===== src/rtl/btn_event_sched.sv =====
// rtl/btn_event_sched.sv - debounced button levels to press/release/long event stream
// Purpose: per-button edge and long-press detection, round-robin arbitration of
//          pending events into a small FIFO drained over a valid/ready handshake.
// Ports:
//   clk_i        system clock, rising edge
//   arst_n_i     asynchronous active-low reset
//   deb_i        debounced button levels, 1 = pressed
//   evt_valid_o  FIFO head holds an event
//   evt_ready_i  consumer takes the head this cycle
//   evt_data_o   [7:6] type (01 press, 10 release, 11 long), [5:0] button index
//   overflow_o   sticky: an event was dropped
//   clr_ovf_i    synchronous clear of overflow_o
// Optional feature macro: BTN_EVT_LONG_PRESS_EN (long-press counters and type 11 events)
module btn_event_sched #(
  parameter int NUM_BTN       = 2,
  parameter int CLK_FREQ      = 50_000_000,
  parameter int LONG_PRESS_MS = 1000,
  parameter int FIFO_DEPTH    = 4
) (
  input  logic               clk_i,
  input  logic               arst_n_i,
  input  logic [NUM_BTN-1:0] deb_i,
  output logic               evt_valid_o,
  input  logic               evt_ready_i,
  output logic [7:0]         evt_data_o,
  output logic               overflow_o,
  input  logic               clr_ovf_i
);

  localparam int LONG_CYCLES = (CLK_FREQ / 1000) * LONG_PRESS_MS;
  localparam int IDX_W       = (NUM_BTN > 1) ? $clog2(NUM_BTN) : 1;
  localparam int PTR_W       = $clog2(FIFO_DEPTH);
  localparam int CNT_W       = PTR_W + 1;

  // Elaboration-time range guard; an illegal configuration yields an empty named block.
  if (NUM_BTN < 1 || NUM_BTN > 64 || FIFO_DEPTH < 2 || LONG_CYCLES < 1) begin : g_bad_params
  end

  logic                           arm_q;
  logic [NUM_BTN-1:0]             prev_q;
  logic [NUM_BTN-1:0]             press_pend_q, press_pend_d;
  logic [NUM_BTN-1:0]             long_pend_q, long_pend_d;
  logic [NUM_BTN-1:0]             rel_pend_q, rel_pend_d;
  logic [IDX_W-1:0]               rr_q, rr_d;
  logic                           ovf_q, ovf_d;

  logic [FIFO_DEPTH-1:0][7:0]     mem_q;
  logic [PTR_W-1:0]               wr_ptr_q, rd_ptr_q;
  logic [CNT_W-1:0]               count_q;

  logic [NUM_BTN-1:0]             rise, fall, long_hit;
  logic [NUM_BTN-1:0]             req, gnt_oh;
  logic [NUM_BTN-1:0]             srv_press, srv_long, srv_rel;
  logic [NUM_BTN-1:0]             p_keep, l_keep, r_keep;
  logic                           grant_vld;
  logic [IDX_W-1:0]               grant_idx;
  int                             cand;
  logic [1:0]                     evt_type;
  logic [7:0]                     evt_code;
  logic                           fifo_full, push, pop, ovf_evt;

  // Edges are suppressed until prev_q holds a real sample of deb_i.
  assign rise = arm_q ? (deb_i & ~prev_q) : '0;
  assign fall = arm_q ? (~deb_i & prev_q) : '0;

`ifdef BTN_EVT_LONG_PRESS_EN
  localparam int LC_W = $clog2(LONG_CYCLES + 1);

  logic [NUM_BTN-1:0][LC_W-1:0] cnt_q, cnt_d;

  // Saturating at LONG_CYCLES means LONG_CYCLES-1 is passed only once per press.
  always_comb begin
    cnt_d    = cnt_q;
    long_hit = '0;
    for (int b = 0; b < NUM_BTN; b++) begin
      if (!arm_q || !deb_i[b]) begin
        cnt_d[b] = '0;
      end else begin
        long_hit[b] = (cnt_q[b] == LC_W'(LONG_CYCLES - 1));
        if (cnt_q[b] != LC_W'(LONG_CYCLES)) begin
          cnt_d[b] = cnt_q[b] + LC_W'(1);
        end
      end
    end
  end

  always_ff @(posedge clk_i or negedge arst_n_i) begin
    if (!arst_n_i) begin
      cnt_q <= '0;
    end else begin
      cnt_q <= cnt_d;
    end
  end
`else
  assign long_hit = '0;
`endif

  assign fifo_full   = (count_q == CNT_W'(FIFO_DEPTH));
  assign evt_valid_o = (count_q != '0);
  assign evt_data_o  = mem_q[rd_ptr_q];
  assign overflow_o  = ovf_q;
  assign pop         = evt_valid_o & evt_ready_i;
  assign push        = grant_vld;

  // Round-robin search starting at rr_q; nothing is granted while the FIFO is full.
  always_comb begin
    req       = press_pend_q | long_pend_q | rel_pend_q;
    grant_vld = 1'b0;
    grant_idx = '0;
    cand      = 0;
    if (!fifo_full) begin
      for (int i = 0; i < NUM_BTN; i++) begin
        cand = int'(rr_q) + i;
        if (cand >= NUM_BTN) begin
          cand = cand - NUM_BTN;
        end
        if (!grant_vld && req[cand[IDX_W-1:0]]) begin
          grant_vld = 1'b1;
          grant_idx = cand[IDX_W-1:0];
        end
      end
    end
  end

  // Oldest flag first: a press always precedes its long, a long precedes its release.
  always_comb begin
    evt_type = 2'b10;
    if (press_pend_q[grant_idx]) begin
      evt_type = 2'b01;
    end else if (long_pend_q[grant_idx]) begin
      evt_type = 2'b11;
    end
  end

  assign evt_code  = {evt_type, 6'(grant_idx)};
  assign gnt_oh    = grant_vld ? (NUM_BTN'(1) << grant_idx) : '0;
  assign srv_press = gnt_oh & press_pend_q;
  assign srv_long  = gnt_oh & ~press_pend_q & long_pend_q;
  assign srv_rel   = gnt_oh & ~press_pend_q & ~long_pend_q & rel_pend_q;

  // A flag being served this cycle may be re-set by a new event without loss.
  assign p_keep = press_pend_q & ~srv_press;
  assign l_keep = long_pend_q & ~srv_long;
  assign r_keep = rel_pend_q & ~srv_rel;

  assign press_pend_d = p_keep | rise;
  assign long_pend_d  = l_keep | long_hit;
  assign rel_pend_d   = r_keep | fall;

  assign ovf_evt = |((rise & p_keep) | (long_hit & l_keep) | (fall & r_keep));
  // A new drop outranks a simultaneous clear.
  assign ovf_d   = ovf_evt | (ovf_q & ~clr_ovf_i);

  always_comb begin
    rr_d = rr_q;
    if (grant_vld) begin
      rr_d = (int'(grant_idx) == NUM_BTN - 1) ? '0 : grant_idx + IDX_W'(1);
    end
  end

  always_ff @(posedge clk_i or negedge arst_n_i) begin
    if (!arst_n_i) begin
      arm_q        <= 1'b0;
      prev_q       <= '0;
      press_pend_q <= '0;
      long_pend_q  <= '0;
      rel_pend_q   <= '0;
      rr_q         <= '0;
      ovf_q        <= 1'b0;
      mem_q        <= '0;
      wr_ptr_q     <= '0;
      rd_ptr_q     <= '0;
      count_q      <= '0;
    end else begin
      arm_q        <= 1'b1;
      prev_q       <= deb_i;
      press_pend_q <= press_pend_d;
      long_pend_q  <= long_pend_d;
      rel_pend_q   <= rel_pend_d;
      rr_q         <= rr_d;
      ovf_q        <= ovf_d;
      if (push) begin
        mem_q[wr_ptr_q] <= evt_code;
        wr_ptr_q        <= wr_ptr_q + PTR_W'(1);
      end
      if (pop) begin
        rd_ptr_q <= rd_ptr_q + PTR_W'(1);
      end
      case ({push, pop})
        2'b10:   count_q <= count_q + CNT_W'(1);
        2'b01:   count_q <= count_q - CNT_W'(1);
        default: count_q <= count_q;
      endcase
    end
  end

endmodule


===== config.mk =====
export PLATFORM = sky130hd
export DESIGN_NAME = btn_event_sched
export DESIGN_NICKNAME = d
export VERILOG_FILES = /design/src/rtl/btn_event_sched.sv
export SDC_FILE = /design/constraint.sdc
export NUM_CORES = 1
export LEC_CHECK = 0
export ABC_CLOCK_PERIOD_IN_PS = 3700
export CAP_MARGIN = 20
export CORE_MARGIN = 5
export CORE_UTILIZATION = 50
export CTS_CLUSTER_DIAMETER = 200
export DETAILED_ROUTE_END_ITERATION = 8
export PLACE_DENSITY_LB_ADDON = 0.2
export SYNTH_ARGS = -nofsm -noshare
export SYNTH_HDL_FRONTEND = slang
export SYNTH_SLANG_ARGS = --single-unit

===== constraint.sdc =====
create_clock -name clk_i -period 3.7 [get_ports clk_i]
set_input_delay 0.555 -clock clk_i [delete_from_list [all_inputs] [get_ports clk_i]]
set_output_delay 0.555 -clock clk_i [all_outputs]
set_load 0.05 [all_outputs]

==> results of run 1 <==
-- final timing paths --
| kind | endpoint | slack, ns |
|---|---|---|
| min in group asynchronous | mem_q[6]$_DFFE_PN0P_ | 0.61 |
| min | mem_q[23]$_DFFE_PN0P_ | 0.49 |
| max reg2reg | count_q[2]$_DFFE_PN0P_ | 1.30 |
| max | evt_data_o[0] | 1.06 |
| max in group asynchronous | count_q[1]$_DFFE_PN0P_ | 2.82 |
| min reg2reg | mem_q[23]$_DFFE_PN0P_ | 0.49 |
-- registers in the layout (all words and copies together) (netlist names) --
| name | flops |
|---|---|
| arm_q | 1 |
| long_pend_q | 2 |
| overflow_o | 1 |
| rel_pend_q | 2 |
| rr_q | 1 |
| mem_q | 12 |
| count_q | 3 |
| rd_ptr_q | 2 |
| press_pend_q | 2 |
| prev_q | 2 |
| wr_ptr_q | 2 |
-- kinds of logic after synthesis --
group | count (synthesis) | share of synthesized area, %
adders and majority gates | 6 | 5.36
buffers and inverters | 17 | 6.33
muxes | 9 | 8.68
xor gates and xnor gates | 6 | 3.41
DFF | 30 | 48.7
AOI/OAI and AO/OA | 28 | 15.3
other | 2 | 0.487
and+or+nand+nor | 31 | 11.7
-- per-layer routing --
metal / up-vias / share of wire (%)
li1: 479 / -
met1: 476 / 44
met2: 23 / 49
met3: 9 / 4.8
met4: 0 / 2.2
met5: - / 0
-- cells in the final DEF, fill, tap and decap left out, types with 4 or more instances in the layout --
cell,instances
o21ai_0,6
dfrtp_1,30
mux2_2,5
clkbuf_4,5
nor2_1,6
conb_1,6
a22o_1,4
ha_1,5
nand2_1,8
clkdlybuf4s50_1,10
inv_1,9
o211ai_2,4
-- power by group through the flow --
stage	combinational, mW	sequential [mW]	clock, mW
after floorplan	0.709	0.557	0
after global placement	0.841	0.581	0
after detailed placement	0.867	0.588	0
after CTS	0.869	0.582	0.241
after global routing	0.951	0.603	0.263
final	0.853	0.583	0.234
-- metrics by stage --
| step | cells | setup slack, ns | hold slack [ns] | utilization [%] |
|---|---|---|---|---|
| after global placement | 169 | 1.38 | 0.457 | 54.7 |
| after global routing | 177 | 0.969 | 0.521 | 57.3 |
| after floorplan | 133 | 1.45 | 0.259 | - |
| after detailed placement | 169 | 1.28 | 0.468 | 54.7 |
| final | 177 | 1.06 | 0.488 | 57.3 |
| after CTS | 177 | 1.05 | 0.489 | 57.3 |
-- tightest hold or removal path, stage by stage, from the launching register on --
cell and delay (ns):
dfrtp_1 0.35, nand2_1 0.04, o21ai_0 0.06
-- layout make-up --
class / count / area [um2]
clock buffer: 8 / 78.8
fill: 265 / 1280
inverter: 9 / 33.8
multi-input combinational: 86 / 708
sequential: 30 / 751
tap: 33 / 41.3
timing repair buffer: 11 / 108
==> results.txt, run 1 <==
----------------------------------------------------
[Pwr]
  Clock share of power ... roughly 14%
  Proportion of power drawn by flip-flops and latches ... between 30% and 40%
  Proportion of total power due to net switching ... a little over two fifths
  Leakage power of the design ... 0.781 nW
  Total power density per cell area ... 970 nW/um2
  Maximum vdd drop ... around 400 uV
  Psw ... approximately 0.70 mW
  Overall Power ... ~1.7 mW
  Cell Int Power ... roughly 0.97 mW
  Share of power burned in combinational logic ... 51.1%

[Yosys]
  Number of enable flip-flop cells after synthesis ... 0
  Top area cells in the synthesized netlist ... dfrtp_1, mux4_2, ha_1, mux2_2, o211ai_2
  Synthesis Warnings ... 0
  Most common library cells after synthesis ... dfrtp_1, inv_1, nand2_1
  Share of the synthesized area in the top cell type ... 48.7%
  Most frequently used cell type in the post-synthesis netlist ... dfrtp_1
  Prevailing post-synth register cell ... dfrtp_1
  Sequential share of the synthesized area ... approximately half
  Number of instances in the synthesized netlist ... 129
  Synth area leader ... dfrtp_1
  Average instance area after synthesis ... around 12 um2
  FFs w/ async S/R, synth ... 100%
  Flip-flop and latch count after synthesis ... 30
  Post-synthesis cell area ... approximately 1500 um2
  Number of unique standard cell types used by synthesis ... a little over 40

[Clocking]
  Number of CTS-inserted buffers ... 5
  Sinks on Clock Net ... 30
  Clock root buffer ... clkbuf_4
  Clock insertion delay at the later pin of the skew report ... 0.32 ns
  Post-CTS resize count ... 0
  Total setup buffers inserted after CTS ... 0
  CTS clock-pin slew for the worst setup and hold paths ... roughly 0.09 ns
  H-tree level count ... 2
  Largest buffer count on any clock path ... 2
  Quantity of hold-fixing buffers added after cts ... 0
  TritonCTS clock tree ... done

[Worst hold path]
  Hold-critical path depth ... 2
  Start point of the worst min-delay path ... mem_q[23]$_DFFE_PN0P_
  Kind of path behind the tightest hold check ... register to register

[Timing]
  Fin. Hold Viols ... 0
  Worst Clk Skew ... 0.00312 ns
  Sum of negative setup slack ... 0 ns
  Pins over their slew limit ... 0
  Peak Freq ... around 380 MHz
  Final setup violating endpoints ... 0
  Period utilization ... between 70% and 80%
  Min Tclk post-route ... approximately 2.6 ns
  Setup repair after global routing missed its margin ... no

[Placed design]
  Post-DP Area ... 1640 um2
  HPWL after detailed placement ... 2050 um
  IO Port Bufs ... 10
  Routability cong. ... between 0.7 and 0.8

[Floorplan]
  Horiz. Die Dim ... 65.5 um
  I/O pin cnt ... 16
  Initial cell density of the core ... between 50 and 60%
  Die area ... 4290 um2
  Die H ... 65.5 um
  Placeable core region ... between 3000 and 4000 um2
  Count of standard-cell rows ... 20

[Layout]
  Final design instance area without fill ... 1720 um2
  Diodes inserted ... 0
  Layout Area Growth over Synthesis ... 11.6%
  Share of layout cells above drive strength 1 ... 18.8%
  Post-layout net count ... about 160

[Run status]
  Status ... complete, no violations

[Worst setup path]
  CP top delay family ... buffers and inverters
  Worst endpoint data arrival time ... ~2.1 ns
  Crit Path Class ... register to output port
  Worst Path Required ... 3.14 ns
  Slowest cell on crit path ... clkdlybuf4s50_1
  Launch point of the critical path ... rd_ptr_q[0]$_DFFE_PN0P_
  Worst path cell trace ... mux4_2 -> clkdlybuf4s50_1
  Startpoint type of the worst setup path ... register
  Critical path's largest stage delay ... 0.71 ns
  Path depth of the worst reg2reg path ... 9
  Type of element capturing the critical path ... output port
  Largest fanout on the critical path ... 5
  Stages on the worst setup path ... 2
  Launching point of the worst reg2reg path ... long_pend_q[1]$_DFF_PN0_
  Critical path buffers and inverters ... 1

[Drt]
  Number of vias in the routed layout ... ~990
  Average wire per standard cell ... 14.9 um
  Mean number of vias per cell ... about 5.6
  Initial DRC count ... 30
  Number of remaining DRC errors ... 0
  Post-route antenna net violation count ... 0
  Detailed Route WL ... approximately 2600 um
  Iteration count of the initial detailed-routing pass ... 4

[Global route]
  Largest net degree at the start of global routing ... 31
  Met2 usage in global routing ... 24.8%
  Overflow left after global routing ... 0
  Total Routing Usage GR ... 15.0%
  Global-route track usage on met1 ... 18.0%
  Global routing met3 resource utilization ... 5.81%
  Wire length of the first global-routing pass ... ~4900 um
  Initial antenna violation count ... 0
  Via count of the first global-routing pass ... roughly 1000
  Busiest layer in global routing ... met2

[Flow run]
  Count of maximum capacitance violations ... 0

----------------------------------------------------
Note: power is estimated with default switching activity, not from simulation.
==> inputs of run 2 (changes only) <==
ABC_CLOCK_PERIOD_IN_PS = 2500   (was 3700)
clock period = 2.5 ns   (was 3.7 ns; I/O delays follow)
==> run 2 against run 1 <==
Effect of this change:
- sequential cell count unchanged
- first-iteration DRC count increased by 67%
- worst setup slack got worse by 0.89 ns
- highest routed layer unchanged
- clock-buffer cell count decreased by 2
- sequential power increased by 48%
- wire length increased by 5.1%
- cell area increased by 3.2%
- register-to-register slack got worse by 1.1 ns
- largest power group unchanged
==> results.txt, run 2 (synthesis results as in run 1) <==
----------------------------------------------------
[Global route]
  Via count of the first global-routing pass ... 1046 (+0.29%)
  Wire length of the first global-routing pass ... 4970 um (+2.4%)
  Largest net degree at the start of global routing ... 31 (unchanged)
  Initial antenna violation count ... 0 (unchanged)
  Overflow left after global routing ... 0 (unchanged)
  Total Routing Usage GR ... 16.1% (+1.1 points)

[Timing]
  Pins over their slew limit ... 0 (unchanged)
  Worst Clk Skew ... 0.00784 ns (+0.00472 ns)
  Min Tclk post-route ... about 2.3 ns
  Setup WS post-layout ... 0.176 ns (-0.887 ns)
  Actual transition at the worst max-transition pin ... between 0.5 and 0.6 ns
  Peak Freq ... 430 MHz
  Fin. Hold Viols ... 0 (unchanged)
  Final setup violating endpoints ... 0 (unchanged)
  Worst slew slack as a fraction of its limit ... between 60% and 70%
  Period utilization ... 92.9%

[Clocking]
  CTS clock-pin slew for the worst setup and hold paths ... 0.10 ns (about the same)
  Clock root buffer ... clkbuf_4
  TritonCTS clock tree ... done
  H-tree level count ... 2 (unchanged)
  Sinks on Clock Net ... 30 (unchanged)
  Clock insertion delay at the later pin of the skew report ... 0.35 ns (+0.03 ns)
  Number of CTS-inserted buffers ... 5 (unchanged)
  Quantity of hold-fixing buffers added after cts ... 0 (unchanged)
  Largest buffer count on any clock path ... 2 (unchanged)

[Flow run]
  Count of maximum capacitance violations ... 0 (unchanged)

[Layout]
  Final design instance area without fill ... 1780 um2 (+3.2%)
  Highest-count cells in the layout ignoring fill and taps ... dfrtp_1, inv_1, nand2_1
  Commonest non-fill, non-tap cell in the layout ... dfrtp_1
  Layout Area Growth over Synthesis ... 15.2%
  Final design utilization ... 59.1% (+1.8 points)
  Number of flip-flops in the largest register ... 12 (unchanged)
  Reg with most FFs ... mem_q
  Post-layout net count ... 158 (+1.9%)
  Filler instances ... 266 (+0.38%)
  Largest regs ... mem_q: 12 flops, count_q: 3 flops
  Share of layout cells above drive strength 1 ... 22.4% (+3.7 points)
  Diodes inserted ... 0 (unchanged)

[Pwr]
  Overall Power ... 2.64 mW (+58%)
  Total power density per cell area ... 1490 nW/um2 (+53%)
  Leakage power of the design ... 0.815 nW (+4.3%)
  Maximum vdd drop ... 621 uV (+56%)

[Drt]
  Number of remaining DRC errors ... 0 (unchanged)
  Number of vias in the routed layout ... 1022 (+3.5%)
  Iteration count of the initial detailed-routing pass ... 4 (unchanged)
  Post-route antenna net violation count ... 0 (unchanged)
  Detailed Route WL ... 2770 um (+5.1%)
  Initial DRC count ... 50 (+67%)
  Mean number of vias per cell ... 5.68 (+1.8%)
  Average wire per standard cell ... 15.4 um (+3.3%)

[Placed design]
  Post-DP Area ... 1650 um2 (+0.46%)
  Routability cong. ... 0.841 (+7.2%)
  HPWL after detailed placement ... 2080 um (+1.7%)
  IO Port Bufs ... 10 (unchanged)
  Worst setup slack before clock tree synthesis ... 0.164 ns (-1.12 ns)

[Worst setup path]
  Internal reg-to-reg setup slack ... 0.18 ns (-1.12 ns)
  Slowest cell on crit path ... dfrtp_2
  Terminus of the critical flop-to-flop path ... count_q[2]$_DFFE_PN0P_
  Worst endpoint data arrival time ... 2.60 ns (+0.52 ns)
  Worst Path Required ... 2.78 ns (-0.36 ns)
  Worst path cell trace ... or3_4 -> o21a_2 -> inv_1 -> ha_1 -> inv_1 -> fa_1 -> xor2_1 -> nor2_1 -> xor2_1
  Critical path's largest stage delay ... 0.45 ns (-0.26 ns)
  Largest fanout on the critical path ... 6 (+1)
  Crit Path Class ... register to register
  Type of element capturing the critical path ... register
  Path depth of the worst reg2reg path ... 9 (unchanged)
  Launching point of the worst reg2reg path ... press_pend_q[0]$_DFF_PN0_
  Startpoint type of the worst setup path ... register

[Floorplan]
  Horiz. Die Dim ... 65.5 um (unchanged)
  Die area ... 4290 um2 (unchanged)
  Count of standard-cell rows ... 20 (unchanged)
  Placeable core region ... 3000 um2 (unchanged)
  Initial cell density of the core ... 51.3% (unchanged)
  I/O pin cnt ... 16 (unchanged)
  Die H ... 65.5 um (unchanged)

[Run status]
  Status ... complete, no violations

[Worst hold path]
  Kind of path behind the tightest hold check ... input port to async pin

----------------------------------------------------
run 2: cell count changes in the layout (fill, tap and decap cells not counted), sizes merged:
cell           before  now
dlygate4sd2         0    3
clkbuf              8    6
bufinv              0    2
clkdlybuf4s50      10    7
buf                 1    4
run 2: worst max-delay path: cells and delay by family (launching register included):
kind            cells  cell delay (ns)
flops               1             0.45
buf+inv             2             0.12
xor+xnor            2             0.32
fa+ha+maj           2             0.56
simple gates        2             0.57
compound gates      1             0.25
run 2: per-layer routing:
| layer | vias up | part of all wire (%) | global-route usage (%) |
|---|---|---|---|
| met5 | - | 0 | 0 |
| met2 | 18 | 50 | 25.8 |
| met1 | 511 | 43 | 18.7 |
| met4 | 0 | 3.3 | 10.9 |
| met3 | 9 | 4.2 | 4.44 |
| li1 | 484 | - | - |
run 2: area by class of cell:
class                           instances  area [um2]  area share (%)
Sequential cell                        30         753            42.4
Multi-Input combinational cell         86         709            40.0
Timing Repair Buffer                   14         126            7.12
Clock inverter                          2        60.1            3.38
Clock buffer                            6        51.3            2.89
Tap cell                               33        41.3            2.33
Inverter                                9        33.8            1.90
run 2: power breakdown:
group	total (mW)	switching [mW]	internal, mW
Clock	0.521	0.182	0.339
Combinational	1.26	0.719	0.542
Sequential	0.862	0.175	0.688
Total	2.64	1.08	1.57
run 2: worst max path at each step:
stage,startpoint,to,slack [ns],depth (start not counted)
global placement,press_pend_q[0]$_DFF_PN0_,count_q[2]$_DFFE_PN0P_,0.27,9
floorplan,long_pend_q[1]$_DFF_PN0_,count_q[2]$_DFFE_PN0P_,0.25,10
global route,press_pend_q[1]$_DFF_PN0_,count_q[2]$_DFFE_PN0P_,-0.001,9
CTS,press_pend_q[0]$_DFF_PN0_,count_q[2]$_DFFE_PN0P_,0.15,9
finish,press_pend_q[0]$_DFF_PN0_,count_q[2]$_DFFE_PN0P_,0.18,9
detailed placement,press_pend_q[0]$_DFF_PN0_,count_q[2]$_DFFE_PN0P_,0.16,9
run 2: repair_timing:
action                                 CTS  global route
pin swaps                                0             1
resized for setup                        3             3
buffers inserted                         0             2
cloned                                   0             0
setup endpoints to repair                3             1
endpoints found under the hold margin    0             0
run 2: per-stage QoR:
stage               cells  setup TNS, ns  hold slack, ns
floorplan             133              0          0.0794
global placement      170              0           0.457
detailed placement    170              0           0.473
CTS                   178              0           0.415
global route          180      -0.000998           0.457
finish                180              0           0.405
